File: src/rtl/imem_fetch_ctrl.sv
// rtl/imem_fetch_ctrl.sv - instruction fetch sequencer with prefetch FIFO and redirect/halt handling
// Optional perf counters under IMEM_FETCH_PERF_EN.
module imem_fetch_ctrl #(
  parameter int                    ADDR_WIDTH = 32,
  parameter int                    DATA_WIDTH = 32,
  parameter int                    FIFO_DEPTH = 4,
  parameter logic [ADDR_WIDTH-1:0] RESET_PC   = '0,
  parameter int                    MEM_BYTES  = 256
) (
  input  logic                  clk,
  input  logic                  reset,
  input  logic                  enable,
  output logic [ADDR_WIDTH-1:0] rom_addr,
  input  logic [DATA_WIDTH-1:0] rom_data,
  input  logic                  redirect_valid,
  input  logic [ADDR_WIDTH-1:0] redirect_target,
  output logic                  insn_valid,
  input  logic                  insn_ready,
  output logic [DATA_WIDTH-1:0] insn_data,
  output logic [ADDR_WIDTH-1:0] insn_pc,
  output logic                  fetch_halted
`ifdef IMEM_FETCH_PERF_EN
  ,
  output logic [31:0]           perf_fetch_cnt,
  output logic [31:0]           perf_flush_cnt
`endif
);

  localparam int                    PTR_W   = $clog2(FIFO_DEPTH);
  localparam int                    CNT_W   = PTR_W + 1;
  localparam logic [ADDR_WIDTH-1:0] LAST_PC = ADDR_WIDTH'(MEM_BYTES - 4);
  localparam logic [CNT_W-1:0]      DEPTH   = CNT_W'(FIFO_DEPTH);

  typedef enum logic {RUN = 1'b0, HALT = 1'b1} state_t;

  state_t                state_q, state_d;
  logic [ADDR_WIDTH-1:0] pc_q, pc_d;
  logic [DATA_WIDTH-1:0] fifo_data [FIFO_DEPTH];
  logic [ADDR_WIDTH-1:0] fifo_pc   [FIFO_DEPTH];
  logic [PTR_W-1:0]      rd_ptr, wr_ptr, rd_next;
  logic [CNT_W-1:0]      count, count_after_pop;
  logic                  pop, push, in_range;
  logic                  unused_tgt;

  assign rom_addr     = pc_q;
  assign insn_valid   = (count != '0);
  assign fetch_halted = (state_q == HALT);
  assign unused_tgt   = ^redirect_target[1:0];

  always_comb begin
    pop             = insn_valid && insn_ready && !redirect_valid;
    in_range        = (pc_q <= LAST_PC);
    push            = (state_q == RUN) && enable && !redirect_valid && in_range
                      && ((count < DEPTH) || pop);
    rd_next         = pop ? rd_ptr + PTR_W'(1) : rd_ptr;
    count_after_pop = count - CNT_W'(pop);
    state_d         = state_q;
    pc_d            = pc_q;
    if (redirect_valid) begin
      state_d = RUN;
      pc_d    = {redirect_target[ADDR_WIDTH-1:2], 2'b00};
    end else if (state_q == RUN) begin
      // The last ROM word is pushed but the PC parks on it; an out-of-range PC halts without pushing.
      if (push) begin
        if (pc_q == LAST_PC) state_d = HALT;
        else                 pc_d    = pc_q + ADDR_WIDTH'(4);
      end else if (!in_range) begin
        state_d = HALT;
      end
    end
  end

  always_ff @(posedge clk or posedge reset) begin
    if (reset) begin
      state_q <= RUN;
      pc_q    <= RESET_PC;
    end else begin
      state_q <= state_d;
      pc_q    <= pc_d;
    end
  end

  always_ff @(posedge clk) begin
    if (push) begin
      fifo_data[wr_ptr] <= rom_data;
      fifo_pc[wr_ptr]   <= pc_q;
    end
  end

  // Head registers are loaded with the post-edge head so decode never sees rom_data combinationally.
  always_ff @(posedge clk or posedge reset) begin
    if (reset) begin
      rd_ptr    <= '0;
      wr_ptr    <= '0;
      count     <= '0;
      insn_data <= '0;
      insn_pc   <= '0;
    end else if (redirect_valid) begin
      rd_ptr <= '0;
      wr_ptr <= '0;
      count  <= '0;
    end else begin
      if (push) wr_ptr <= wr_ptr + PTR_W'(1);
      rd_ptr <= rd_next;
      count  <= count_after_pop + CNT_W'(push);
      if (count_after_pop != '0) begin
        insn_data <= fifo_data[rd_next];
        insn_pc   <= fifo_pc[rd_next];
      end else if (push) begin
        insn_data <= rom_data;
        insn_pc   <= pc_q;
      end
    end
  end

`ifdef IMEM_FETCH_PERF_EN
  always_ff @(posedge clk or posedge reset) begin
    if (reset) begin
      perf_fetch_cnt <= '0;
      perf_flush_cnt <= '0;
    end else begin
      if (push && (perf_fetch_cnt != '1))
        perf_fetch_cnt <= perf_fetch_cnt + 32'd1;
      if (redirect_valid && insn_valid && (perf_flush_cnt != '1))
        perf_flush_cnt <= perf_flush_cnt + 32'd1;
    end
  end
`endif

endmodule

File: config.mk
export PLATFORM = sky130hd
export DESIGN_NAME = imem_fetch_ctrl
export DESIGN_NICKNAME = d
export VERILOG_FILES = /design/src/rtl/imem_fetch_ctrl.sv
export SDC_FILE = /design/constraint.sdc
export NUM_CORES = 1
export LEC_CHECK = 0
export ABC_CLOCK_PERIOD_IN_PS = 4100
export CAP_MARGIN = 20
export CORE_MARGIN = 5
export CORE_UTILIZATION = 35
export DETAILED_ROUTE_END_ITERATION = 8
export GPL_TIMING_DRIVEN = 0
export PLACE_DENSITY_LB_ADDON = 0.08
export SYNTH_ARGS = -nofsm -noshare
export SYNTH_HDL_FRONTEND = slang
export SYNTH_SLANG_ARGS = --single-unit
File: constraint.sdc
create_clock -name clk -period 4.1 [get_ports clk]
set_input_delay 0.82 -clock clk [delete_from_list [all_inputs] [get_ports clk]]
set_output_delay 0.82 -clock clk [all_outputs]
set_load 0.02 [all_outputs]
**Yosys cells after proc, flatten, opt, wreduce, memory -nomap -nowiden**

Memory sizes are Yosys's and may differ from the RTL's.
Index checks and enable logic that the tools add are counted.

- Output and inout port bits: 98
- Memories: 2
- Register bits: 104
- Bits in writable memories: 256
- Word-level logic and storage cells: 55

- Reduce and logical (&&, ||, !) cells: 14
- Magnitude comparators: 2
- Bitwise logic cells: 2
- Equality and inequality tests: 3
- Muxes and demuxes: 20
- $add $sub $neg: 5

Memory list:

| memory | words | bits a word | rd ports | clocked after Yosys merged registers in | write ports | line | source |
|---|---|---|---|---|---|---|---|
| fifo_data | 4 | 32 | 1 | 0 | 1 | 38 | `logic [DATA_WIDTH-1:0] fifo_data [FIFO_DEPTH];` |
| fifo_pc | 4 | 32 | 1 | 0 | 1 | 39 | `logic [ADDR_WIDTH-1:0] fifo_pc [FIFO_DEPTH];` |

Operators by type and width:

| operator | count |
|---|---|
| 2-to-1 mux 32 bit | 8 |
| adder 32 x 3 -> 32 bit, second input constant | 1 |
| == test 32 x 8 -> 1 bit, second input constant | 1 |
| less-or-equal comparator 32 x 8 -> 1 bit, second input constant | 1 |
| 2-to-1 mux 2 bit | 4 |
| 2-to-1 mux 1 bit | 7 |
| logical AND 1 bit | 6 |
| nonzero test 3 bit | 2 |
| adder 2 x 1 -> 2 bit, second input constant | 2 |
| != test 2 bit, second input constant | 2 |
| nonzero test 2 bit | 2 |
| adder 3 x 1 -> 3 bit | 1 |
| < comparator 3 bit, second input constant | 1 |
| 2-to-1 mux 3 bit | 1 |
| AND reduction 3 bit | 1 |
| subtractor 3 x 1 -> 3 bit | 1 |
| NOT 1 bit | 2 |
| AND reduction 2 bit | 1 |
| logical NOT 1 bit | 1 |
| logical OR 1 bit | 1 |

**Depth between registers and ports, before layout**

- Depth after elaboration: 8
- Mapped depth: 14
- Depth with buffers taken out: 11

**Least setup slack after synthesis**

OpenSTA, ideal clock, no wires.

- Path kind: register to register
- Start point: register pc_q[8] (netlist: rom_addr[8])
- End point: memory fifo_data[0][0], enable pin
- Period minus slack after synthesis: 3.604 ns
- Data required time: 3.673 ns
- Arrival time: 3.177 ns
- Stages on the path, launching flop included: 7
- Path buffers: 1
- Path slack: 0.496 ns
- Cells stage by stage: dfrtp_1 > nor4_2 > nand4_2 > or3_1 > buf_6 > nor2_1 > and2_1

- Cells in the longest elaborated chain, start to end: 5

RTL lines:

| item | line | source |
|---|---|---|
| from (decl) | 37 | `logic [ADDR_WIDTH-1:0] pc_q, pc_d;` |
| from (signal assigned) | 79 | `pc_q <= pc_d;` |
| less-or-equal comparator 32 x 8 -> 1 bit | 52 | `in_range = (pc_q <= LAST_PC);` |
| logical AND 1 bit | 53 | `push = (state_q == RUN) && enable && !redirect_valid && in_range` |
| logical AND 1 bit | 54 | `&& ((count < DEPTH) \|\| pop);` |
| 2-to-1 mux 1 bit | 84 | `if (push) begin` |
| 2-to-1 mux 1 bit (not written as such) | 85 | `fifo_data[wr_ptr] <= rom_data;` |
| to (decl) | 38 |  |

Every way passes these cells.

**Worst setup path in the final report**

- Start point: input insn_ready
- End point: register insn_data[21]

- Cells in the longest elaborated chain, start to end: 6
- Elaborated cells on any way between the ends: 11

RTL lines:

| item | line | source |
|---|---|---|
| from (decl) | 18 | `input logic insn_ready,` |
| logical AND 1 bit (*) (2 in series) | 51 | `pop = insn_valid && insn_ready && !redirect_valid;` |
| subtractor 3 x 1 -> 3 bit or logical OR 1 bit (tied branches) | 56, 54 |  |
| nonzero test 3 bit or logical AND 1 bit (tied branches) | 106, 54 |  |
| nonzero test 2 bit (no source line) | - |  |
| AND reduction 2 bit (no source line) | - |  |
| to (signal assigned) | 107 | `insn_data <= fifo_data[rd_next];` |
| to (signal assigned) | 110 | `insn_data <= rom_data;` |
| to (decl) | 19 | `output logic [DATA_WIDTH-1:0] insn_data,` |

Every way passes the cells marked *; elsewhere a longest branch is shown, timed or not.
A chain may end at the register's enable or synchronous reset.

==> metrics list <==
- Routed wire length: 49000 um
- Of the total power, the share spent switching nets is 0.279.
* Clock sink total: 348
- The first global-routing pass estimated 72300 um of wire.
- The worst register-to-register path begins at rom_addr[20]$_DFFE_PP0P_.
- The share of synthesized area in the top cell type comes to 0.481.
* Std cell rows: 77
* Clock tree from TritonCTS: yes
- Total congestion overflow after global routing: 0
- Area of the placeable core: 44000 um^2
- STA classifies the critical path startpoint as an input port.
- Via density per instance: 5.49
- Of the synthesized area, sequential elements account for 0.642.
* CP delay by family, top: buffers and inverters
* Cell taking the most area after synthesis: sky130_fd_sc_hd__edfxtp_1
- Along the worst path, the maximum fanout reaches 10.
* Signed area change from the synthesized netlist to the final layout: 24.3%
* Most used DFF post-synth: sky130_fd_sc_hd__edfxtp_1
- Summed over all nets, the switching power comes to 2.81 mW.
* Layout Nets: 1489
- Of the total power, the clock network draws 0.347.
- Commonest cells in the synthesized netlist: sky130_fd_sc_hd__edfxtp_1 (248), sky130_fd_sc_hd__dfrtp_1 (100), sky130_fd_sc_hd__nor2_1 (93), sky130_fd_sc_hd__clkbuf_1 (76), sky130_fd_sc_hd__a211oi_1 (74)
* Peak ir drop on the vdd network: 247 uV
- Maximum number of pins on one net before global-route repair: 67
* Crit-path slowest cell: sky130_fd_sc_hd__clkdlybuf4s50_1
* Slew @ Worst Pin: 1.04 ns
* Leading post-synthesis cells by cell area: sky130_fd_sc_hd__edfxtp_1 (48%), sky130_fd_sc_hd__dfrtp_1 (16%), sky130_fd_sc_hd__mux2i_1 (4.7%)
- Area of the die: 48600 um^2
- The synthesized design contains 348 register bits.
- Cells on Worst Hold Path: 1
* Sink of the worst hold path: insn_pc[17]$_DFFE_PP0P_
- R2r setup slk: 0.40 ns
* Met2 Use GR: 0.302
* Final Hold Violating Endpoints: 0
- Achievable frequency: 0.258 GHz
- Clock buffers created by TritonCTS: 40
* Total of buffers placed on input and output ports: 159
* Worst hold path class: reg -> reg
* Die Ht: 220 um
- The detailed router finished its first iteration with 755 violations.
- Final setup viols: 0
- Number of cells traversed by the worst register-to-register path: 7
- In the global route stage, met1 resource usage came out at 0.284.
- Clock root buffer: sky130_fd_sc_hd__clkbuf_16
* Worst Slack Setup Final: 0.229 ns
* Relative slew margins: 0.303
- Crit path capture type: register
* Initial cell density of the core: 0.352
* Share of post-route cells with drive strength above 1: 0.0881
- Internal Power: 7.27 mW
* Series of cell instances along the critical path: clkdlybuf4s50_1 -> nor2b_1 -> nand2_1 -> inv_1 -> ha_1 -> ha_1 -> xnor2_1 -> and3_1 -> clkbuf_1 -> buf_2 -> clkbuf_1 -> a21oi_1 -> nand2_1 -> o22a_1
- Summed over all failing endpoints, the final setup total negative slack is 0 ns.
- Startpoint of the lowest-slack hold path: insn_pc[17]$_DFFE_PP0P_
- Final standard cell utilization of the core: 0.437
* TritonRoute pass-1 iters: 5
* Pre-CTS setup slack: -0.653 ns
* Share of total power in combinational logic: 0.215
* Power density over the cells: 524 nW/um^2
* Fraction of synthesis flops using an asynchronous set or reset pin: 0.287
* Critical path start-end classification: in -> reg
* Setup skew after layout: 0.0142 ns
- The detailed router placed 11200 vias in this run.
- Avg Synthesized Cell Area: 12.9 um^2
- The longest clock path from root to sink contains 3 buffers.
- The number of global-route vias before repair is 11300.
- In the final routed layout, each cell accounts on average for 24.1 um.
- Data on the critical path arrives at its endpoint at 4.36 ns.
- From left edge to right edge, the die measures 220 um.
* Post-Synthesis Cells: 1202
- Max H-tree Level: 2
* Initial antenna violation count: 3
* Most frequently used cell type in the post-synthesis netlist: sky130_fd_sc_hd__edfxtp_1
* Library cells used by synthesis: 57
* Required @ worst endpoint: 4.59 ns
* Count of max-cap constraint violations: 0
- Number of enable-type register cells in the synthesized netlist: 248
- Slowest Stage Delay on Critical Path: 0.57 ns
- met2 is the most crowded layer.
- The completed layout was analyzed and its total power is 10.1 mW.
- Insertion delay of the later-clocked pin in the worst-skew pair: 0.55 ns
* Hold Worst Slack: 0.486 ns
- Of the total power, registers draw 0.438.
- The congestion estimate from routability-driven global placement came to 0.769.
- Period utilisation layout: 0.944
- In this run the critical register-to-register path is captured at fifo_data[3][19]$_DFFE_PP_.
* Antenna Nets Post-Route: 0
- Total standard cell area after synthesis: 15500 um^2
- Summed over all cells, the static leakage comes to 6.44 nW.
- Status: finished clean
* All-layer global routing usage: 0.199
* Number of buffers and inverters on the critical path: 5
- The number of max-slew violations in the final report was 0.
- For this run, the number of Yosys warnings is 0.
- Summed over all nets, the half-perimeter wirelength after detailed placement is 30600 um.
- # DRC: 0
- After clock tree synthesis, the clock-pin slew on the worst setup and hold paths is 0.06 ns.
- The smallest clock period supported by the final layout is computed as 3.87 ns.
* I/O pin count: 167
- For met3 alone, demand over resource in global routing was 0.0519.
## worst register-to-register path: cells and delay by family, from the launching register on
| kind | cells | cell delay (ns) |
|---|---|---|
| AND/OR/NAND/NOR | 5 | 2.43 |
| buffers and inverters | 2 | 0.47 |
| flip-flops | 1 | 0.47 |
## how the worst max path moves through the flow
stage                                             to               startpoint  depth (start not counted)  slack [ns]
after floorplan            fifo_data[0][0]$_DFFE_PP_  rom_addr[8]$_DFFE_PP0P_                          6        0.50
after global placement    fifo_data[3][17]$_DFFE_PP_               insn_ready                          7       -1.76
after detailed placement     insn_pc[13]$_DFFE_PP0P_               insn_ready                         13       -0.65
after CTS                     insn_pc[9]$_DFFE_PP0P_               insn_ready                         13        0.04
after global routing       insn_data[21]$_DFFE_PP0P_               insn_ready                         14      -0.001
final                      insn_data[21]$_DFFE_PP0P_               insn_ready                         14        0.23
## placed cells by master, fill, tap and decap left out, drive strengths merged, types with 4 or more instances in the layout
master,n
edfxtp,248
o2111ai,23
a21oi,67
a211oi,74
mux2i,72
o2bb2ai,23
mux2,25
dfrtp,100
nand3,30
clkinv,8
o31ai,5
a22o,37
o22a,37
inv,14
clkdlybuf4s50,159
conb,4
ha,9
and2,5
nor3,40
nand2,71
o21ai,4
nor2,93
nor4,7
buf,37
o221ai,37
nor2b,42
clkbuf,135
## power by group through the flow
stage	registers [mW]	logic [mW]	clock network, mW
6_report	4.42	2.16	3.50
5_1_grt	4.46	2.31	3.73
4_1_cts	4.43	2.19	3.58
3_5_place_dp	4.49	2.18	0
3_3_place_gp	4.49	2.18	0
2_1_floorplan	4.81	0.740	0
## per-layer routing
layer  routed length [um]  part of all wire
met1                22300              0.45
met5                   34           0.00069
met3                 3370             0.069
met4                 1220             0.025
met2                22100              0.45
## sequential cells by signal, indices dropped and copies added (netlist names)
signal and cells:
fetch_halted 1, rd_ptr 2, fifo_data 128, fifo_pc 120, count 3, wr_ptr 2
insn_pc 30, rom_addr 30, insn_data 32
## cell families after synthesis
group | synth area share
buffers and inverters | 0.0322
xor gates and xnor gates | 0.00226
other | 0.000242
and+or+nand+nor | 0.0933
muxes | 0.0647
AOI/OAI and AO/OA | 0.158
adders and majority gates | 0.00727
DFF | 0.642
## final cells by class
cell class	count	area, um^2
fill	4080	24800
sequential	348	9950
multi-input combinational	736	5060
timing repair buffer	164	1720
clock buffer	60	1130
tap	592	741
buffer	107	459
clock inverter	12	133
inverter	14	57.6
antenna	1	2.50
## per-stage QoR
stage	cell area [um^2]	instances
5_1_grt	19200	2033
3_5_place_dp	18000	1961
3_3_place_gp	17800	1956
2_1_floorplan	15500	1205
4_1_cts	19200	2033
6_report	19300	2034
## what timing repair did
action                     CTS  global route
setup endpoints to repair   10            41
resized for setup            1            17
buffers inserted             0             0
hold buffers                 0             0
(Power assumes the default switching activity.)
